--- src/rtl/tdc_result_capture.sv ---
// tdc_result_capture: deserializes the sequencer's MCU bit stream into
// WORD_W-bit result words and buffers them in a small FIFO.
// Optional feature macro: TDC_CAP_TAG_EN stores the 3-bit in-burst word
// index with each word and returns it as rd_data = {tag, word}.
//
// state  | meaning
// IDLE   | no segment in progress
// SHIFT  | sel_mcu high, bits being shifted in
// CLOSE  | sel_mcu just fell; push or flag a short segment this cycle
module tdc_result_capture #(
  parameter int WORD_W = 24,
  parameter int DEPTH  = 8,
  parameter int CNT_W  = 6
) (
  input  logic              clk,
  input  logic              rst,
  input  logic              sel_mcu,
  input  logic              mcu_data,
  input  logic              end_read,
  input  logic              rd_en,
`ifdef TDC_CAP_TAG_EN
  output logic [WORD_W+2:0] rd_data,
`else
  output logic [WORD_W-1:0] rd_data,
`endif
  output logic              empty,
  output logic              full,
  output logic [2:0]        word_cnt,
  output logic              burst_done,
  output logic              overflow,
  output logic              short_err
);

  localparam int AW = $clog2(DEPTH);
`ifdef TDC_CAP_TAG_EN
  localparam int DW = WORD_W + 3;
`else
  localparam int DW = WORD_W;
`endif

  typedef enum logic [1:0] {
    ST_IDLE  = 2'd0,
    ST_SHIFT = 2'd1,
    ST_CLOSE = 2'd2
  } state_t;

  state_t              state_q, state_d;
  logic                sel_q, sel_d;
  logic [WORD_W-1:0]   sh_q, sh_d;
  logic [CNT_W-1:0]    bc_q, bc_d;
  logic [AW:0]         wr_ptr_q, wr_ptr_d;
  logic [AW:0]         rd_ptr_q, rd_ptr_d;
  logic [2:0]          word_cnt_q, word_cnt_d;
  logic                burst_done_q, burst_done_d;
  logic                overflow_q, overflow_d;
  logic                short_err_q, short_err_d;
  logic                end_pend_q, end_pend_d;
  logic [DW-1:0]       mem_q [DEPTH];

  logic                seg_fall;
  logic                closing;
  logic                seg_ok;
  logic                push_req;
  logic                push;
  logic                pop;
  logic [DW-1:0]       wr_word;

  assign empty = (wr_ptr_q == rd_ptr_q);
  assign full  = (wr_ptr_q[AW] != rd_ptr_q[AW]) &&
                 (wr_ptr_q[AW-1:0] == rd_ptr_q[AW-1:0]);

  assign seg_fall = sel_q && !sel_mcu;
  assign closing  = (state_q == ST_CLOSE);
  assign seg_ok   = (bc_q >= CNT_W'(WORD_W));
  assign push_req = closing && seg_ok;
  assign pop      = rd_en && !empty;
  // A full FIFO still accepts the word when the head is popped in the same cycle.
  assign push     = push_req && (!full || pop);

`ifdef TDC_CAP_TAG_EN
  assign wr_word = {word_cnt_q, sh_q};
`else
  assign wr_word = sh_q;
`endif

  // Next-state logic for the segment FSM, shifter, FIFO pointers and flags.
  always_comb begin
    state_d      = state_q;
    sel_d        = sel_mcu;
    sh_d         = sh_q;
    bc_d         = bc_q;
    wr_ptr_d     = wr_ptr_q + (AW+1)'(push);
    rd_ptr_d     = rd_ptr_q + (AW+1)'(pop);
    word_cnt_d   = word_cnt_q;
    burst_done_d = end_read;
    overflow_d   = overflow_q | (push_req && full && !pop);
    short_err_d  = short_err_q | (closing && !seg_ok);
    // end_read seen on the fall edge is held until CLOSE so the pending
    // word still gets the old index.
    end_pend_d   = seg_fall && end_read;

    case (state_q)
      ST_IDLE:  if (sel_mcu) state_d = ST_SHIFT;
      ST_SHIFT: if (seg_fall) state_d = ST_CLOSE;
      ST_CLOSE: state_d = sel_mcu ? ST_SHIFT : ST_IDLE;
      default:  state_d = ST_IDLE;
    endcase

    if (sel_mcu) sh_d = {sh_q[WORD_W-2:0], mcu_data};

    // bc is still valid during CLOSE; it is cleared there, or restarted
    // at 1 if the next segment begins in that same cycle.
    if (closing) begin
      bc_d = sel_mcu ? CNT_W'(1) : '0;
    end else if (sel_mcu && (bc_q != '1)) begin
      bc_d = bc_q + CNT_W'(1);
    end

    if (push_req && (word_cnt_q != 3'd7)) word_cnt_d = word_cnt_q + 3'd1;
    if ((end_read && !seg_fall) || end_pend_q) word_cnt_d = 3'd0;
  end

  // Register all control state with synchronous reset.
  always_ff @(posedge clk) begin
    if (rst) begin
      state_q      <= ST_IDLE;
      sel_q        <= 1'b0;
      sh_q         <= '0;
      bc_q         <= '0;
      wr_ptr_q     <= '0;
      rd_ptr_q     <= '0;
      word_cnt_q   <= 3'd0;
      burst_done_q <= 1'b0;
      overflow_q   <= 1'b0;
      short_err_q  <= 1'b0;
      end_pend_q   <= 1'b0;
    end else begin
      state_q      <= state_d;
      sel_q        <= sel_d;
      sh_q         <= sh_d;
      bc_q         <= bc_d;
      wr_ptr_q     <= wr_ptr_d;
      rd_ptr_q     <= rd_ptr_d;
      word_cnt_q   <= word_cnt_d;
      burst_done_q <= burst_done_d;
      overflow_q   <= overflow_d;
      short_err_q  <= short_err_d;
      end_pend_q   <= end_pend_d;
    end
  end

  // FIFO storage; cleared on reset so rd_data reads zero when empty after reset.
  always_ff @(posedge clk) begin
    if (rst) begin
      for (int i = 0; i < DEPTH; i++) mem_q[i] <= '0;
    end else if (push) begin
      mem_q[wr_ptr_q[AW-1:0]] <= wr_word;
    end
  end

  assign rd_data    = mem_q[rd_ptr_q[AW-1:0]];
  assign word_cnt   = word_cnt_q;
  assign burst_done = burst_done_q;
  assign overflow   = overflow_q;
  assign short_err  = short_err_q;

endmodule

--- config.mk ---
export PLATFORM = sky130hd
export DESIGN_NAME = tdc_result_capture
export DESIGN_NICKNAME = d
export VERILOG_FILES = /design/src/rtl/tdc_result_capture.sv
export SDC_FILE = /design/constraint.sdc
export NUM_CORES = 1
export LEC_CHECK = 0
export BUFFER_PORTS_ARGS = -buffer_cell sky130_fd_sc_hd__buf_2
export CORE_ASPECT_RATIO = 0.75
export CORE_UTILIZATION = 50
export DETAILED_ROUTE_END_ITERATION = 6
export HOLD_SLACK_MARGIN = 0.05
export MAX_ROUTING_LAYER = met4
export PLACE_DENSITY = 0.69
export SKIP_CTS_REPAIR_TIMING = 1
export SYNTH_ARGS = -nofsm -noshare
export SYNTH_HDL_FRONTEND = slang
export SYNTH_SLANG_ARGS = --single-unit
--- constraint.sdc ---
create_clock -name clk -period 3.98 [get_ports clk]
set_input_delay 0 -clock clk [delete_from_list [all_inputs] [get_ports clk]]
set_output_delay 0 -clock clk [all_outputs]
set_load 0.02 [all_outputs]
# == Yosys cells after proc, flatten, opt, wreduce, memory -nomap -nowiden ==
# Memories as Yosys holds them, arrays and structs flattened. A register that Yosys moved wholly into a read port is not among the register bits.
# Index checks and enable logic that the tools add are counted.
# op_classes
n_addsub,4
n_lt_le_gt_ge,1
eq_ne,9
mux,16
bitwise,2
reduce_logical,25
# op_table
op,count
24-bit two-way mux,1
24-bit OR reduction,1
1-bit logical AND,12
6-bit two-way mux,2
4-bit by 1-bit adder with 4-bit output,2
1-bit two-way mux,8
"6-bit by 1-bit adder with 6-bit output, second input constant",1
"6-bit by 5-bit >= comparator with 1-bit output, second input constant",1
1-bit zero test,6
3-bit two-way mux,2
"6-bit inequality test, second input constant",1
2-bit one-hot mux with 3 select lines,1
4-bit equality test,1
2-bit two-way mux,2
"2-bit inequality test, second input constant",2
"3-bit by 1-bit adder with 3-bit output, second input constant",1
3-bit equality test,1
"3-bit inequality test, second input constant",1
"2-bit by 1-bit equality test with 1-bit output, second input constant",1
"2-bit equality test, second input constant",1
2-bit zero test,1
1-bit logical OR,2
1-bit bitwise OR,2
2-bit AND reduction,1
3 further kinds,3
# word_totals
reg_bits,48
ramBits,192
n_memories,1
# memory_table
name,words,word_bits,read_ports,rd_clocked_by_memory_dff,wr,line,rtl
mem_q,8,24,1,1,8,58,logic [DW-1:0] mem_q [DEPTH];

# == Depth between registers and ports, before layout ==
# logic_depth
word_depth,10
depth_mapped,11

# == Worst setup path after synthesis ==
# Ideal clock, no wire load.
# synth_path
kind,reg-to-reg
from,reg rd_ptr_q[1]
to,"mem mem_q[2][0] (netlist name), enable pin"
t_arrival_ns,3.117
t_required_ns,3.538
setup_slack_ns,0.421
path_stages_with_launch,8
n_path_buf,4
path_cell_list,dfxtp_1 -> clkbuf_1 -> xnor2_1 -> and4_1 -> buf_2 -> buf_6 -> buf_2 -> o31ai_1
# synth_lines
item,line,rtl
from (decl),52,"logic [AW:0] rd_ptr_q, rd_ptr_d;"
from (signal assigned),143,rd_ptr_q <= rd_ptr_d;
to (decl),58,

# == Worst setup path in the final report ==
# layout_path
from,reg wr_ptr_q[2]
to,out full
# layout_via
elab_chain_len,2
# layout_lines
item,line,rtl
from (decl),51,"logic [AW:0] wr_ptr_q, wr_ptr_d;"
from (signal assigned),142,wr_ptr_q <= wr_ptr_d;
3-bit equality test,70,(wr_ptr_q[AW-1:0] == rd_ptr_q[AW-1:0]);
1-bit logical AND,69,assign full = (wr_ptr_q[AW] != rd_ptr_q[AW]) &&
to (decl),27,"output logic full,"
# No other way between the ends.

==> impl_metrics.tcl <==
set metrics [dict create \
    drc 0 \
    hp-class "in2reg" \
    power.total_mw 5.38 \
    synthArstFlopShare_pct 0 \
    core-area_um2 25200 \
    initial_core_util_pct 51.5 \
    yosysSeqAreaShare_pct 51.9 \
    rsz0062_at_grt "false" \
    fin_crit_ns 2.89 \
    worstSetupPathType "reg2out" \
    powerDensity_nw_per_um2 378 \
    yosys.area.top_type_share_pct 44.4 \
    p_switching_mw 1.17 \
    critPathRequiredTime_ns 3.98 \
    synth_cell_types 45 \
    maxCapViolations 0 \
    path_max_fanout 41 \
    intPower_mw 4.21 \
    nFillCells 1946 \
    path_clk_slew_ns 0.06 \
    wl_mm 31.0 \
    cts.sinks 240 \
    setup_tns_ns 0 \
    drtIter0Drc 707 \
    critPathMaxStageDelay_ns 0.65 \
    gp_congestion 0.780 \
    fmax_mhz 346 \
    clock-root-buffer "clkbuf_16" \
    synth_area_per_cell_um2 15.0 \
    drtAntennaViolNets 0 \
    skew_ns 0.0102 \
    status "finished, final reports clean" \
    yosysWarningCount 0 \
    nNetsFinal 851 \
    max_slew_margin_pct 28.1 \
    antenna_found_initial 0 \
    slew_viol_final 0 \
    slowest_stage "and4_4" \
    cts-htree-levels 1 \
    dp_slack_ns 1.30 \
    diodes 0 \
    syn_to_final_growth_pct 9.57 \
    synth-edff-count 192 \
    hpwlAfterDp_mm 17.0 \
    io_pins 38 \
    cp-end-kind "primary output" \
    clock_latency_ns 0.53 \
    grt_pass1_vias 8280 \
    final.period_utilization_pct 72.7 \
    synth_common_cells "edfxtp_1, a2111oi_2, clkbuf_1, dfxtp_1, mux4_2" \
    synth-main-ff-cell "edfxtp_1" \
    clockBufferDepth 3 \
    die_w_um 188 \
    p_sw_share_pct 21.8 \
    grt.total_usage_pct 24.7 \
    cp_data_arrival_time_ns 2.89 \
    syn-instance-count 866 \
    cts_buffers 25 \
    worst_slew_pin_slew_ns 1.08 \
    worst_slack_ns 1.09 \
    yosysMostFrequentCell "edfxtp_1" \
    globalRouteOverflowTotal 0 \
    comb_power_share_pct 5.0 \
    portBuffers 37 \
    final_area_um2 14200 \
    vias_per_cell 6.91 \
    syn-cell-area_um2 13000 \
    wl_per_cell_um 26.0 \
    start_kind "flip-flop" \
    dieHeight_um 141 \
    clkPwrFrac_pct 42.5 \
    drive_gt1_share_pct 41.2 \
    synth_nets 880 \
    place_area_um2 13400 \
    vdd_drop_max_v 0.000291 \
    num_vias 8246 \
    finalHoldViolCount 0 \
    grt_pass1_wl_mm 49.1 \
    dr.pass1.iters 6 \
    dieArea_um2 26600 \
    grt_max_degree 108 \
    synth.largest_area_cell "edfxtp_1" \
    multi_input_area_um2 5700 \
    p_leak_nw 3.90 \
    path_cells "xnor2_1, and4_4, buf_4, buf_2" \
    finalSetupViolCount 0 \
    synth-seq-cells 240 \
    regArea_um2 6730 \
    cts_tree "built" \
    pwr-share-seq_pct 52.5 \
    num_rows 50 \
    synth_area_leaders "edfxtp_1, a2111oi_2, mux4_2, dfxtp_1, a2111oi_0" \
]
stage by stage:
step           util [%]  hold slack [ns]  std cells
2_1_floorplan         -            0.147        866
3_3_place_gp       53.1            0.245       1145
3_5_place_dp       53.1            0.266       1145
4_1_cts            56.3           -0.279       1190
5_1_grt            56.4           0.0522       1193
6_report           56.4           0.0502       1193
per-layer routing:
metal	part of all wire (%)	up-vias	track usage, %
li1	-	3589	-
met1	44	4323	33.8
met2	48	284	39.4
met3	5.5	50	2.87
met4	1.6	0	5.86
met5	0	-	-
power groups by stage:
stage,clock (mW),sequential [mW],combinational (mW)
2_1_floorplan,0,2.87,0.171
4_1_cts,2.33,2.82,0.266
6_report,2.29,2.82,0.267
3_5_place_dp,0,2.88,0.265
5_1_grt,2.41,2.83,0.282
3_3_place_gp,0,2.87,0.261
flip-flops by register name, indices dropped and copies added, names as in the netlist, 2 cells and up:
register and flops:
state_q 2, mem_q 192, rd_ptr_q 4, word_cnt 3, wr_ptr_q 4, bc_q 6, sh_q 24
worst max-delay path: cells and delay by family (launching register included):
kind / cells / cell delay [ns]
AND/OR/NAND/NOR: 1 / 0.65
flip-flops: 1 / 0.61
XOR/XNOR: 1 / 0.18
buffers and inverters: 2 / 0.90
worst paths after layout:
path                             startpoint          end  slack, ns  depth (start not counted)
worst max-delay path            wr_ptr_q[2]         full       1.09                          4
worst min-delay path                    rst      sh_q[9]       0.05                          2
worst max register to register      bc_q[3]  mem_q[1][2]       1.27                          4
worst min register to register     overflow     overflow       0.51                          1
area by class of cell:
cell class              instances  share of cell area (%)
clock inverters                 7                   0.449
well taps                     338                    2.98
multi-input cells             494                    40.1
flip-flops and latches        240                    47.4
clock buffers                  38                    5.12
inverters                       8                   0.264
repair buffers                 68                    3.70
cells by family (layout without fill, tap and decap cells):
kind of cell,count (synthesis),in the layout,synth area share [%]
fa+ha+maj,8,8,0.772
compound gates,232,232,23.3
buf+inv,132,121,5.21
simple gates,144,144,5.59
flops,240,240,51.9
mux,101,101,12.7
xor+xnor,9,9,0.608
placed cells by master, fill, tap and decap left out, types with 10 or more instances in the layout:
cell type and n:
edfxtp_1 192, a2111oi_2 149, mux4_2 48, dfxtp_1 45, buf_2 37, a2111oi_0 36
nor2_1 35, mux2i_1 29, nand2_1 27, nand2b_1 26, clkbuf_16 25, mux2_2 24
buf_4 20, nand3_1 17, nor2b_1 10
Note: power is estimated with default switching activity, not from simulation.
